===== config.mk =====
export PLATFORM = sky130hd
export DESIGN_NAME = wasm_host_loader_flat
export DESIGN_NICKNAME = d
export VERILOG_FILES = /design/src/rtl/wasm_host_loader_pkg.sv /design/src/rtl/wasm_host_loader_if.sv /design/src/rtl/wasm_host_loader_packer.sv /design/src/rtl/wasm_host_loader.sv /design/src/flat_wrapper.sv
export SDC_FILE = /design/constraint.sdc
export NUM_CORES = 1
export LEC_CHECK = 0
export BUFFER_PORTS_ARGS = -buffer_cell sky130_fd_sc_hd__buf_2
export CORE_AREA = 2 2 179 181
export CTS_CLUSTER_DIAMETER = 80
export DETAILED_ROUTE_END_ITERATION = 8
export DIE_AREA = 0 0 181 183
export GPL_ROUTABILITY_DRIVEN = 0
export GPL_TIMING_DRIVEN = 0
export PLACE_DENSITY = 0.56
export SLEW_MARGIN = 20
export SYNTH_ARGS = -nofsm -noshare
export SYNTH_HDL_FRONTEND = slang
export SYNTH_SLANG_ARGS = --single-unit

===== constraint.sdc =====
create_clock -name clk -period 3 [get_ports clk]
set_input_delay 0.15 -clock clk [delete_from_list [all_inputs] [get_ports clk]]
set_output_delay 0.15 -clock clk [all_outputs]
set_load 0.005 [all_outputs]

===== src/rtl/wasm_host_loader_pkg.sv =====
// Shared types and constants for the host-side program loader.
package wasm_host_loader_pkg;

  localparam logic [1:0] WORK_DONE = 2'b11;
  localparam int         INSTR_W   = 64;

  typedef enum logic [3:0] {
    ST_IDLE,
    ST_HDR,
    ST_PACK,
    ST_WRITE,
    ST_FIN,
    ST_WAIT,
    ST_DUMP_RD,
    ST_DUMP_TX,
    ST_END
  } ld_state_e;

  // Busy covers every phase of a load/dump session.
  function automatic logic is_busy(ld_state_e s);
    return (s != ST_IDLE) && (s != ST_END);
  endfunction

endpackage


===== src/rtl/wasm_host_loader_if.sv =====
// Core-side bus of the loader: instruction-memory write port, finish flag,
// core status and the line-memory read port.
interface wasm_host_loader_if #(
  parameter int IMEM_AW = 15,
  parameter int LINE_AW = 9
);
  import wasm_host_loader_pkg::*;

  logic                  o_instr_mem_wr_vld;
  logic [IMEM_AW-1:0]    o_instr_mem_wr_addr;
  logic [INSTR_W-1:0]    o_instr_mem_wr_data;
  logic                  i_instr_mem_wr_rdy;
  logic                  o_instr_mem_wr_finish;
  logic [1:0]            i_work_state;
  logic [2:0]            i_core_error;
  logic                  o_line_mem_rd_rdy;
  logic [LINE_AW-1:0]    o_line_mem_rd_addr;
  logic [31:0]           i_line_mem_rd_data;

  modport master (
    output o_instr_mem_wr_vld, o_instr_mem_wr_addr, o_instr_mem_wr_data,
    output o_instr_mem_wr_finish, o_line_mem_rd_rdy, o_line_mem_rd_addr,
    input  i_instr_mem_wr_rdy, i_work_state, i_core_error, i_line_mem_rd_data
  );

  modport slave (
    input  o_instr_mem_wr_vld, o_instr_mem_wr_addr, o_instr_mem_wr_data,
    input  o_instr_mem_wr_finish, o_line_mem_rd_rdy, o_line_mem_rd_addr,
    output i_instr_mem_wr_rdy, i_work_state, i_core_error, i_line_mem_rd_data
  );

endinterface


===== src/rtl/wasm_host_loader_packer.sv =====
// Collects eight bytes into one 64-bit instruction word, byte 0 in [7:0].
module wasm_host_loader_packer
  import wasm_host_loader_pkg::*;
(
  input  logic               clk,
  input  logic               rst_n,
  input  logic               push,
  input  logic [7:0]         byte_in,
  input  logic               clr,
  output logic [INSTR_W-1:0] data,
  output logic               full,
  output logic               fill
);

  logic [2:0]         cnt_q, cnt_d;
  logic               full_q, full_d;
  logic [INSTR_W-1:0] data_q, data_d;

  // Each lane loads only when the byte counter points at it.
  for (genvar gi = 0; gi < 8; gi++) begin : g_lane
    assign data_d[8*gi +: 8] = (push && (cnt_q == 3'(gi))) ? byte_in : data_q[8*gi +: 8];
  end

  // The eighth byte fills the word; the counter wraps to 0 ready for the next one.
  always_comb begin
    fill   = push && (cnt_q == 3'd7);
    cnt_d  = cnt_q;
    full_d = full_q;
    if (clr) begin
      cnt_d  = 3'd0;
      full_d = 1'b0;
    end else if (push) begin
      cnt_d  = cnt_q + 3'd1;
      full_d = fill;
    end
  end

  // State registers.
  always_ff @(posedge clk or negedge rst_n) begin
    if (!rst_n) begin
      cnt_q  <= '0;
      full_q <= 1'b0;
      data_q <= '0;
    end else begin
      cnt_q  <= cnt_d;
      full_q <= full_d;
      data_q <= data_d;
    end
  end

  assign data = data_q;
  assign full = full_q;

endmodule


===== src/rtl/wasm_host_loader.sv =====
// Host loader: byte stream -> instruction memory, then line-memory dump -> byte stream.
module wasm_host_loader
  import wasm_host_loader_pkg::*;
#(
  parameter int               IMEM_AW = 15,
  parameter int               LINE_AW = 9,
  parameter logic [LINE_AW-1:0] RD_BASE = 'h100,
  parameter int unsigned      RD_CNT  = 10
) (
  input  logic                clk,
  input  logic                rst_n,
  input  logic                s_byte_vld,
  input  logic [7:0]          s_byte_data,
  output logic                s_byte_rdy,
  output logic                m_byte_vld,
  output logic [7:0]          m_byte_data,
  input  logic                m_byte_rdy,
  output logic                o_busy,
  output logic [1:0]          o_err,
  wasm_host_loader_if.master  core
);

  localparam int          CNT_W      = LINE_AW + 1;
  localparam logic [31:0] IMEM_DEPTH = 32'd1 << IMEM_AW;

  ld_state_e          state_q, state_d;
  logic [7:0]         hdr_lo_q, hdr_lo_d;
  logic [15:0]        n_q, n_d, words_q, words_d;
  logic [IMEM_AW-1:0] addr_q, addr_d;
  logic               wr_vld_q, wr_vld_d, finish_q, finish_d;
  logic               s_rdy_q, s_rdy_d, busy_q, busy_d, rd_rdy_q, rd_rdy_d;
  logic [LINE_AW-1:0] rd_addr_q, rd_addr_d;
  logic [CNT_W-1:0]   dump_cnt_q, dump_cnt_d;
  logic [1:0]         tx_idx_q, tx_idx_d;
  logic               tx_first_q, tx_first_d, m_vld_q, m_vld_d;
  logic [31:0]        word_q, word_d;
  logic [1:0]         err_q, err_d;

  logic               s_acc, m_acc, pk_push, pk_clr, pk_full, pk_fill, word_ovf, fault;
  logic [INSTR_W-1:0] pk_data;
  logic [15:0]        words_inc;
  logic [31:0]        tx_word;

  assign s_acc     = s_byte_vld && s_rdy_q;
  assign m_acc     = m_vld_q && m_byte_rdy;
  assign pk_push   = s_acc && (state_q == ST_PACK);
  assign words_inc = words_q + 16'd1;
  assign word_ovf  = {16'd0, words_q} >= IMEM_DEPTH;
  assign fault     = core.i_core_error != 3'd0;

  wasm_host_loader_packer u_packer (
    .clk     (clk),
    .rst_n   (rst_n),
    .push    (pk_push),
    .byte_in (s_byte_data),
    .clr     (pk_clr),
    .data    (pk_data),
    .full    (pk_full),
    .fill    (pk_fill)
  );

  // Next-state and next-output logic for the whole load/dump sequence.
  always_comb begin
    state_d    = state_q;    hdr_lo_d   = hdr_lo_q;   n_d      = n_q;
    words_d    = words_q;    addr_d     = addr_q;     wr_vld_d = wr_vld_q;
    rd_addr_d  = rd_addr_q;  dump_cnt_d = dump_cnt_q; tx_idx_d = tx_idx_q;
    tx_first_d = tx_first_q; m_vld_d    = m_vld_q;    word_d   = word_q;
    err_d      = err_q;      pk_clr     = 1'b0;
    case (state_q)
      ST_IDLE: if (s_acc) begin
        hdr_lo_d = s_byte_data;
        state_d  = ST_HDR;
      end
      ST_HDR: if (s_acc) begin
        n_d     = {s_byte_data, hdr_lo_q};
        state_d = ({s_byte_data, hdr_lo_q} == 16'd0) ? ST_FIN : ST_PACK;
      end
      ST_PACK: if (pk_fill) begin
        // Words beyond the memory are consumed but never offered to the core.
        state_d  = ST_WRITE;
        wr_vld_d = !word_ovf;
      end
      ST_WRITE: begin
        if (!wr_vld_q) begin
          err_d[0] = 1'b1;
          words_d  = words_inc;
          pk_clr   = 1'b1;
          state_d  = (words_inc == n_q) ? ST_FIN : ST_PACK;
        end else if (pk_full && core.i_instr_mem_wr_rdy) begin
          wr_vld_d = 1'b0;
          words_d  = words_inc;
          if (addr_q != '1) addr_d = addr_q + 1'b1;
          pk_clr   = 1'b1;
          state_d  = (words_inc == n_q) ? ST_FIN : ST_PACK;
        end
      end
      ST_FIN: state_d = ST_WAIT;
      ST_WAIT: begin
        if (fault) begin
          err_d[1] = 1'b1;
          state_d  = ST_END;
        end else if (core.i_work_state == WORK_DONE) begin
          rd_addr_d  = RD_BASE;
          dump_cnt_d = '0;
          state_d    = ST_DUMP_RD;
        end
      end
      ST_DUMP_RD: begin
        if (fault) begin
          err_d[1] = 1'b1;
          state_d  = ST_END;
        end else begin
          state_d    = ST_DUMP_TX;
          m_vld_d    = 1'b1;
          tx_idx_d   = 2'd0;
          tx_first_d = 1'b1;
        end
      end
      ST_DUMP_TX: begin
        if (fault) begin
          err_d[1] = 1'b1;
          m_vld_d  = 1'b0;
          state_d  = ST_END;
        end else begin
          // Read data is live only in the first transmit cycle, so capture it there.
          if (tx_first_q) word_d = core.i_line_mem_rd_data;
          tx_first_d = 1'b0;
          if (m_acc) begin
            tx_idx_d = tx_idx_q + 2'd1;
            if (tx_idx_q == 2'd3) begin
              m_vld_d = 1'b0;
              if ((dump_cnt_q + 1'b1) == CNT_W'(RD_CNT)) begin
                state_d = ST_END;
              end else begin
                dump_cnt_d = dump_cnt_q + 1'b1;
                rd_addr_d  = rd_addr_q + 1'b1;
                state_d    = ST_DUMP_RD;
              end
            end
          end
        end
      end
      default: ;
    endcase
    s_rdy_d  = (state_d == ST_IDLE) || (state_d == ST_HDR) || (state_d == ST_PACK);
    finish_d = finish_q || (state_d == ST_FIN);
    busy_d   = is_busy(state_d);
    rd_rdy_d = (state_d == ST_DUMP_RD) || (state_d == ST_DUMP_TX);
  end

  // All FSM state, counters and registered outputs.
  always_ff @(posedge clk or negedge rst_n) begin
    if (!rst_n) begin
      state_q  <= ST_IDLE; hdr_lo_q   <= '0;  n_q      <= '0;   words_q  <= '0;
      addr_q   <= '0;      wr_vld_q   <= 1'b0; finish_q <= 1'b0; s_rdy_q  <= 1'b0;
      busy_q   <= 1'b0;    rd_rdy_q   <= 1'b0; rd_addr_q <= '0;  dump_cnt_q <= '0;
      tx_idx_q <= '0;      tx_first_q <= 1'b0; m_vld_q  <= 1'b0; word_q   <= '0;
      err_q    <= '0;
    end else begin
      state_q  <= state_d;  hdr_lo_q   <= hdr_lo_d;   n_q       <= n_d;       words_q    <= words_d;
      addr_q   <= addr_d;   wr_vld_q   <= wr_vld_d;   finish_q  <= finish_d;  s_rdy_q    <= s_rdy_d;
      busy_q   <= busy_d;   rd_rdy_q   <= rd_rdy_d;   rd_addr_q <= rd_addr_d; dump_cnt_q <= dump_cnt_d;
      tx_idx_q <= tx_idx_d; tx_first_q <= tx_first_d; m_vld_q   <= m_vld_d;   word_q     <= word_d;
      err_q    <= err_d;
    end
  end

  assign tx_word                    = tx_first_q ? core.i_line_mem_rd_data : word_q;
  assign m_byte_data                = tx_word[{tx_idx_q, 3'b000} +: 8];
  assign m_byte_vld                 = m_vld_q;
  assign s_byte_rdy                 = s_rdy_q;
  assign o_busy                     = busy_q;
  assign o_err                      = err_q;
  assign core.o_instr_mem_wr_vld    = wr_vld_q;
  assign core.o_instr_mem_wr_addr   = addr_q;
  assign core.o_instr_mem_wr_data   = pk_data;
  assign core.o_instr_mem_wr_finish = finish_q;
  assign core.o_line_mem_rd_rdy     = rd_rdy_q;
  assign core.o_line_mem_rd_addr    = rd_addr_q;

endmodule


===== src/flat_wrapper.sv =====
// flat-port wrapper written by rule: the top's interface ports become plain ports
module wasm_host_loader_flat import wasm_host_loader_pkg::*;
#(
  parameter int               IMEM_AW = 15,
  parameter int               LINE_AW = 9,
  parameter logic [LINE_AW-1:0] RD_BASE = 'h100,
  parameter int unsigned      RD_CNT  = 10
)
  (clk, rst_n, s_byte_vld, s_byte_data, s_byte_rdy, m_byte_vld, m_byte_data, m_byte_rdy, o_busy, o_err, core_o_instr_mem_wr_vld, core_o_instr_mem_wr_addr, core_o_instr_mem_wr_data, core_o_instr_mem_wr_finish, core_o_line_mem_rd_rdy, core_o_line_mem_rd_addr, core_i_instr_mem_wr_rdy, core_i_work_state, core_i_core_error, core_i_line_mem_rd_data);
  wasm_host_loader_if #(.IMEM_AW(IMEM_AW), .LINE_AW(LINE_AW)) core_i ();
  input  logic clk;
  input  logic rst_n;
  input  logic s_byte_vld;
  input  logic [7:0] s_byte_data;
  output logic s_byte_rdy;
  output logic m_byte_vld;
  output logic [7:0] m_byte_data;
  input  logic m_byte_rdy;
  output logic o_busy;
  output logic [1:0] o_err;
  output wire logic [$bits(core_i.o_instr_mem_wr_vld)-1:0] core_o_instr_mem_wr_vld;
  output wire logic [$bits(core_i.o_instr_mem_wr_addr)-1:0] core_o_instr_mem_wr_addr;
  output wire logic [$bits(core_i.o_instr_mem_wr_data)-1:0] core_o_instr_mem_wr_data;
  output wire logic [$bits(core_i.o_instr_mem_wr_finish)-1:0] core_o_instr_mem_wr_finish;
  output wire logic [$bits(core_i.o_line_mem_rd_rdy)-1:0] core_o_line_mem_rd_rdy;
  output wire logic [$bits(core_i.o_line_mem_rd_addr)-1:0] core_o_line_mem_rd_addr;
  input wire logic [$bits(core_i.i_instr_mem_wr_rdy)-1:0] core_i_instr_mem_wr_rdy;
  input wire logic [$bits(core_i.i_work_state)-1:0] core_i_work_state;
  input wire logic [$bits(core_i.i_core_error)-1:0] core_i_core_error;
  input wire logic [$bits(core_i.i_line_mem_rd_data)-1:0] core_i_line_mem_rd_data;
  assign core_o_instr_mem_wr_vld = core_i.o_instr_mem_wr_vld;
  assign core_o_instr_mem_wr_addr = core_i.o_instr_mem_wr_addr;
  assign core_o_instr_mem_wr_data = core_i.o_instr_mem_wr_data;
  assign core_o_instr_mem_wr_finish = core_i.o_instr_mem_wr_finish;
  assign core_o_line_mem_rd_rdy = core_i.o_line_mem_rd_rdy;
  assign core_o_line_mem_rd_addr = core_i.o_line_mem_rd_addr;
  assign core_i.i_instr_mem_wr_rdy = core_i_instr_mem_wr_rdy;
  assign core_i.i_work_state = core_i_work_state;
  assign core_i.i_core_error = core_i_core_error;
  assign core_i.i_line_mem_rd_data = core_i_line_mem_rd_data;
  wasm_host_loader #(.IMEM_AW(IMEM_AW), .LINE_AW(LINE_AW), .RD_BASE(RD_BASE), .RD_CNT(RD_CNT)) u_core (.clk(clk), .rst_n(rst_n), .s_byte_vld(s_byte_vld), .s_byte_data(s_byte_data), .s_byte_rdy(s_byte_rdy), .m_byte_vld(m_byte_vld), .m_byte_data(m_byte_data), .m_byte_rdy(m_byte_rdy), .o_busy(o_busy), .o_err(o_err), .core(core_i));
endmodule

After elaboration in Yosys (flattened, before gate mapping)
Cells that the tools add are included.
- register bits: 189
- bits of input ports: 50
- logic and storage cells: 169
- add/sub/neg operators: 6
- order comparisons: 1
- equal/unequal tests: 36
- shift-type cells: 1
- muxes and demuxes: 54
- bitwise logic cells: 2
- reduce and logical (&&, ||, !) cells: 41
- operators by type and width (cell ; count):
    two-way mux 10 bit ; 6
    two-way mux 9 bit ; 6
    two-way mux 4 bit ; 12
    two-way mux 16 bit ; 2
    two-way mux 32 bit ; 1
    case mux 4 bit (8 select lines) ; 1
    indexed part select 32 x 6 -> 8 bit ; 1
    == test 4 x 3 -> 1 bit, second input constant ; 7
    case mux 10 bit (2 select lines) ; 1
    case mux 9 bit (2 select lines) ; 1
    adder 16 x 1 -> 16 bit, second input constant ; 1
    == test 16 bit ; 1
    >= comparator 16 bit, second input constant ; 1
    logical NOT 16 bit ; 1
    adder 15 x 1 -> 15 bit, second input constant ; 1
    != test 15 bit, second input constant ; 1
    AND reduction 2 bit ; 7
    logical AND 1 bit ; 13
    two-way mux 1 bit ; 13
    == test 3 bit, second input constant ; 4
    == test 4 x 2 -> 1 bit, second input constant ; 3
    two-way mux 3 bit ; 4
    AND reduction 4 bit ; 3
    adder 10 x 1 -> 10 bit, second input constant ; 1
    other kinds (26) ; 49

Depth between registers and ports, before layout
- depth in word-level cells: 10
- mapped depth: 10

Hierarchy
A second synthesis with hierarchy kept.
- cell total of the unflattened synthesis: 741
- area, all modules: 9238.9 um^2
- by module, submodules not included (module ; instances ; cells each ; area an instance (um^2) ; sequential area each (um^2)):
    wasm_host_loader ; 1 ; 580 ; 6476.2 ; 3027.9
    wasm_host_loader_packer ; 1 ; 161 ; 2762.6 ; 1701.6

Least setup slack after synthesis
OpenSTA, ideal clock, no wires.
- path kind: reg2reg
- start point: register u_core.words_q[0]
- end point: register u_core.busy_q, in the netlist u_core.o_busy
- arrival time: 2.242 ns
- required time: 2.876 ns
- setup slack: 0.634 ns
- cell stages (with the launch flop): 10
- path buffers: 0
- clock period less this slack: 2.366 ns
- cell sequence: dfrtp_1 > ha_1 > nand4_1 > nor2_1 > a221o_1 > a2111oi_4 > nand4_2 > a2bb2oi_2 > inv_2 > a211o_1
- cells in the longest elaborated chain, start to end: 8
- elaborated cells on any way between the ends: 9
- classes of those cells: add/sub (1); eq/ne (2); mux (4); reduce/logical (2)
- RTL lines (element ; line ; RTL):
    start, declared ; wasm_host_loader.sv:28 ; logic [15:0] n_q, n_d, words_q, words_d;
    start signal, assigned ; wasm_host_loader.sv:160 ; state_q <= state_d; hdr_lo_q <= hdr_lo_d; n_q <= n_d; words_q <= words_d;
    adder 16 x 1 -> 16 bit * ; wasm_host_loader.sv:47 ; assign words_inc = words_q + 16'd1;
    == test 16 bit * ; wasm_host_loader.sv:88, wasm_host_loader.sv:94 ;
    two-way mux 3 bit * ; wasm_host_loader.sv:88, wasm_host_loader.sv:94 ;
    two-way mux 4 bit ; wasm_host_loader.sv:89 ; end else if (pk_full && core.i_instr_mem_wr_rdy) begin
    two-way mux 4 bit * ; wasm_host_loader.sv:84 ; if (!wr_vld_q) begin
    case mux 4 bit (8 select lines) * ; wasm_host_loader.sv:69 ; case (state_q)
    named net u_core.state_d[1] ; wasm_host_loader.sv:26 ; ld_state_e state_q, state_d;
    != test 4 bit / nonzero test 4 bit (equally long branches) ; wasm_host_loader_pkg.sv:21 ; return (s != ST_IDLE) && (s != ST_END);
    logical AND 1 bit * ; wasm_host_loader_pkg.sv:21 ;
    named net u_core.busy_d ; wasm_host_loader.sv:31 ; logic s_rdy_q, s_rdy_d, busy_q, busy_d, rd_rdy_q, rd_rdy_d;
    end signal, assigned ; wasm_host_loader.sv:162 ; busy_q <= busy_d; rd_rdy_q <= rd_rdy_d; rd_addr_q <= rd_addr_d; dump_cnt_q <= dump_cnt_d;
    end, declared ; wasm_host_loader.sv:31 ;
The timed path passes the listed nets; every way through them passes the cells marked *.
A chain may end at the register's enable or synchronous reset.

Worst setup path in the final report
Same ends and word-level chain as after synthesis.

==> results.sh <==
export IMPL_yosys_area_top_type="dfrtp_1"
export IMPL_antenna_left=0
export IMPL_drt_total_wl_mm=23.5
export IMPL_cap_violations=0
export IMPL_path_cells="ha_1, nand4_1, nor2_1, a221o_1, a2111oi_4, nand4_2, a2bb2oi_2, inv_2, a211o_1"
export IMPL_critPathMaxFanout=9
export IMPL_synth_warnings=0
export IMPL_slowest_delay_ns=0.46
export IMPL_syn_area_sq_um=9260
export IMPL_async_reset_ff_share_pct=100
export IMPL_switching_share_pct=32.3
export IMPL_fin_nets=1037
export IMPL_start_util_pct=29.6
export IMPL_cts_buffer_depth=2
export IMPL_fin_cells=1389
export IMPL_dr_pass1_iters=4
export IMPL_hp_class="in -> reg"
export IMPL_worst_slew_pin_slew_ns=0.688
export IMPL_p_sw_mw=2.67
export IMPL_drive_gt1_share_pct=36.6
export IMPL_setup_worst_path_start_class="register"
export IMPL_syn_area_per_cell_sq_um=12.1
export IMPL_rsz0062_at_grt="false"
export IMPL_dp_hpwl_mm=16.6
export IMPL_core_sq_um=31200
export IMPL_n_fill_cell=3080
export IMPL_syn_nets=830
export IMPL_worst_ep_required_time_ns=3.32
export IMPL_syn_to_final_growth_pct=24.3
export IMPL_intPower_mw=5.58
export IMPL_crit_type="reg -> reg"
export IMPL_die_x_um=181
export IMPL_h_tree_depth=4
export IMPL_relSlewSlack_pct=54.2
export IMPL_numClockSinks=189
export IMPL_seq_power_share_pct=44.1
export IMPL_grt_use_met2_pct=23.5
export IMPL_grt_usage_pct=14.7
export IMPL_synth_most_common_cell="dfrtp_1"
export IMPL_wl_per_cell_um=16.9
export IMPL_antenna_cells=0
export IMPL_arrival_ns=3.11
export IMPL_grt_use_met3_pct=4.29
export IMPL_period_minus_slack_ns=2.78
export IMPL_power_density_nw_per_um2=717
export IMPL_design_portCount=154
export IMPL_cts_buffers=17
export IMPL_met1_usage_pct=19.4
export IMPL_p_leak_nw=5.36
export IMPL_synth_top_cell_area_share_pct=51.1
export IMPL_grt_overflow=0
export IMPL_num_rows=65
export IMPL_viasPerCell=4.85
export IMPL_netlist_instances=767
export IMPL_drtIter0Drc=423
export IMPL_ys_flop_type="dfrtp_1"
export IMPL_dp_cells=1324
export IMPL_clkLatencyLatePin_ns=0.44
export IMPL_die_area_sq_um=33100
export IMPL_path_clk_slew_ns=0.08
export IMPL_endpoint_kind="register"
export IMPL_drc_errors=0
export IMPL_slew_viol_final=0
export IMPL_finalHoldViolCount=0
export IMPL_fin_tns_setup_ns=0
export IMPL_ys_ff_latch=189
export IMPL_grt_pass1_vias=6956
export IMPL_cts_tree="yes"
export IMPL_io_buffer_count=153
export IMPL_skew_ns=0.0148
export IMPL_die_y_um=183
export IMPL_slowest_stage="dfrtp_1"
export IMPL_finalSetupViolCount=0
export IMPL_synth_edf_count=0
export IMPL_synth_commonest_cells="189 x dfrtp_1, 129 x mux2_2, 46 x nand2_1, 43 x nor2_1, 33 x xnor2_1"
export IMPL_ys_seq_area_share_pct=51.1
export IMPL_post_route_period_util_pct=92.8
export IMPL_grt_pass1_wl_mm=38.5
export IMPL_vias=6734
export IMPL_grt_max_degree=94
export IMPL_pwr_share_comb_pct=28.9
export IMPL_synth_area_top_cells="dfrtp_1 51%, mux2_2 16%, mux4_2 3.9%"
export IMPL_fmax_ghz=0.359
export IMPL_synth_cell_type_count=68
export IMPL_p_total_mw=8.25
export IMPL_busiest_layer="met2"
export IMPL_cts_root_buf="clkbuf_16"
export IMPL_ir_drop_mv=0.473
export IMPL_status="finished clean"
export IMPL_p_clk_share_pct=27.0
export IMPL_antenna_found_initial=1
==> final cells by class <==
| class | instances | area (sq um) | share of cell area [%] |
|---|---|---|---|
| Inverter | 18 | 67.6 | 0.587 |
| Tap cell | 402 | 503 | 4.37 |
| Timing Repair Buffer | 188 | 1160 | 10.1 |
| Buffer | 41 | 188 | 1.63 |
| Sequential cell | 189 | 4730 | 41.1 |
| Multi-Input combinational cell | 519 | 4290 | 37.2 |
| Clock inverter | 14 | 145 | 1.26 |
| Clock buffer | 18 | 429 | 3.73 |
==> stage by stage <==
| step | setup slack [ns] | cell area (sq um) | util (%) | hold slack, ns |
|---|---|---|---|---|
| detailed placement | 0.137 | 10600 | 33.9 | -0.0286 |
| finish | 0.217 | 11500 | 36.9 | 0.0368 |
| global route | 0.00284 | 11500 | 36.9 | 0.0322 |
| global placement | -1.54 | 10500 | 33.7 | 0.396 |
| CTS | 0.0698 | 11500 | 36.8 | 0.0142 |
| floorplan | 0.634 | 9260 | - | -0.146 |
==> power by group through the flow <==
stage,clock (mW),combinational (mW),sequential [mW]
floorplan,0,1.43,3.63
global placement,0,2.33,3.65
detailed placement,0,2.36,3.67
CTS,2.31,2.41,3.64
global route,2.41,2.65,3.74
finish,2.23,2.38,3.63
==> metal layers <==
metal  up-vias  part of all wire, %
li1       3221                    -
met1      3310                   46
met5         -                    0
met3        23                  6.4
met2       180                   46
met4         0                  1.4
==> cells by family after synthesis <==
group / count (synthesis) / share of synthesized area [%]
XOR/XNOR: 50 / 4.73
AND/OR/NAND/NOR: 209 / 12.2
buffers and inverters: 59 / 2.74
AO/OA/AOI/OAI: 94 / 6.97
adder cells (fa/ha/maj): 13 / 1.76
flip-flops: 189 / 51.1
multiplexers: 153 / 20.5
==> critical path: cells and delay by family, from the launching register on <==
family          cells  cell delay [ns]
simple gates        3             0.62
buf+inv             1             0.07
compound gates      4             1.20
flops               1             0.46
fa+ha+maj           1             0.31
==> placed cells by master (no fill, tap or decap), types with 7 or more instances in the layout <==
cell type,Yosys,final
nand3_1,28,28
o21ai_0,27,27
nor4_1,8,8
xnor2_1,33,33
buf_2,8,160
dfrtp_1,189,189
nand4_1,16,16
dlygate4sd3_1,0,33
xor2_1,17,17
inv_6,0,7
a31oi_1,7,7
clkbuf_16,0,17
inv_1,16,16
and3_1,8,8
mux2i_1,8,8
mux4_2,16,16
clkbuf_1,23,24
and2_1,7,7
nor2_1,43,43
ha_1,13,13
a21oi_1,17,15
mux2_2,129,129
nand2_1,46,46
==> final timing paths <==
kind,startpoint,depth (start not counted),endpoint,slack (ns)
worst min register to register,u_core.core.o_instr_mem_wr_finish,1,u_core.core.o_instr_mem_wr_finish,0.48
max in group asynchronous,rst_n,3,u_core.u_packer.cnt_q[2],2.19
worst max register to register,u_core.words_q[0],9,u_core.o_busy,0.22
min in group asynchronous,rst_n,2,u_core.dump_cnt_q[2],0.11
worst max-delay path,u_core.words_q[0],9,u_core.o_busy,0.22
worst min-delay path,m_byte_rdy,3,u_core.tx_idx_q[0],0.04
==> state kept, by name, summed over array words and instances, names as in the netlist, 2 cells and up <==
signal                           cells
u_core.hdr_lo_q                      8
u_core.u_packer.cnt_q                3
u_core.o_err                         2
u_core.tx_idx_q                      2
u_core.n_q                          16
u_core.word_q                       32
u_core.u_packer.data                64
u_core.core.o_line_mem_rd_addr       9
u_core.words_q                      16
u_core.core.o_instr_mem_wr_addr     15
u_core.dump_cnt_q                   10
u_core.state_q                       4
==> what timing repair did <==
item	CTS	global route
endpoints found under the hold margin	221	0
setup endpoints to repair	0	18
hold buffers	33	0
setup buffers	0	0
resized for setup	0	4
No activity file was read; power rests on OpenSTA's default activity.
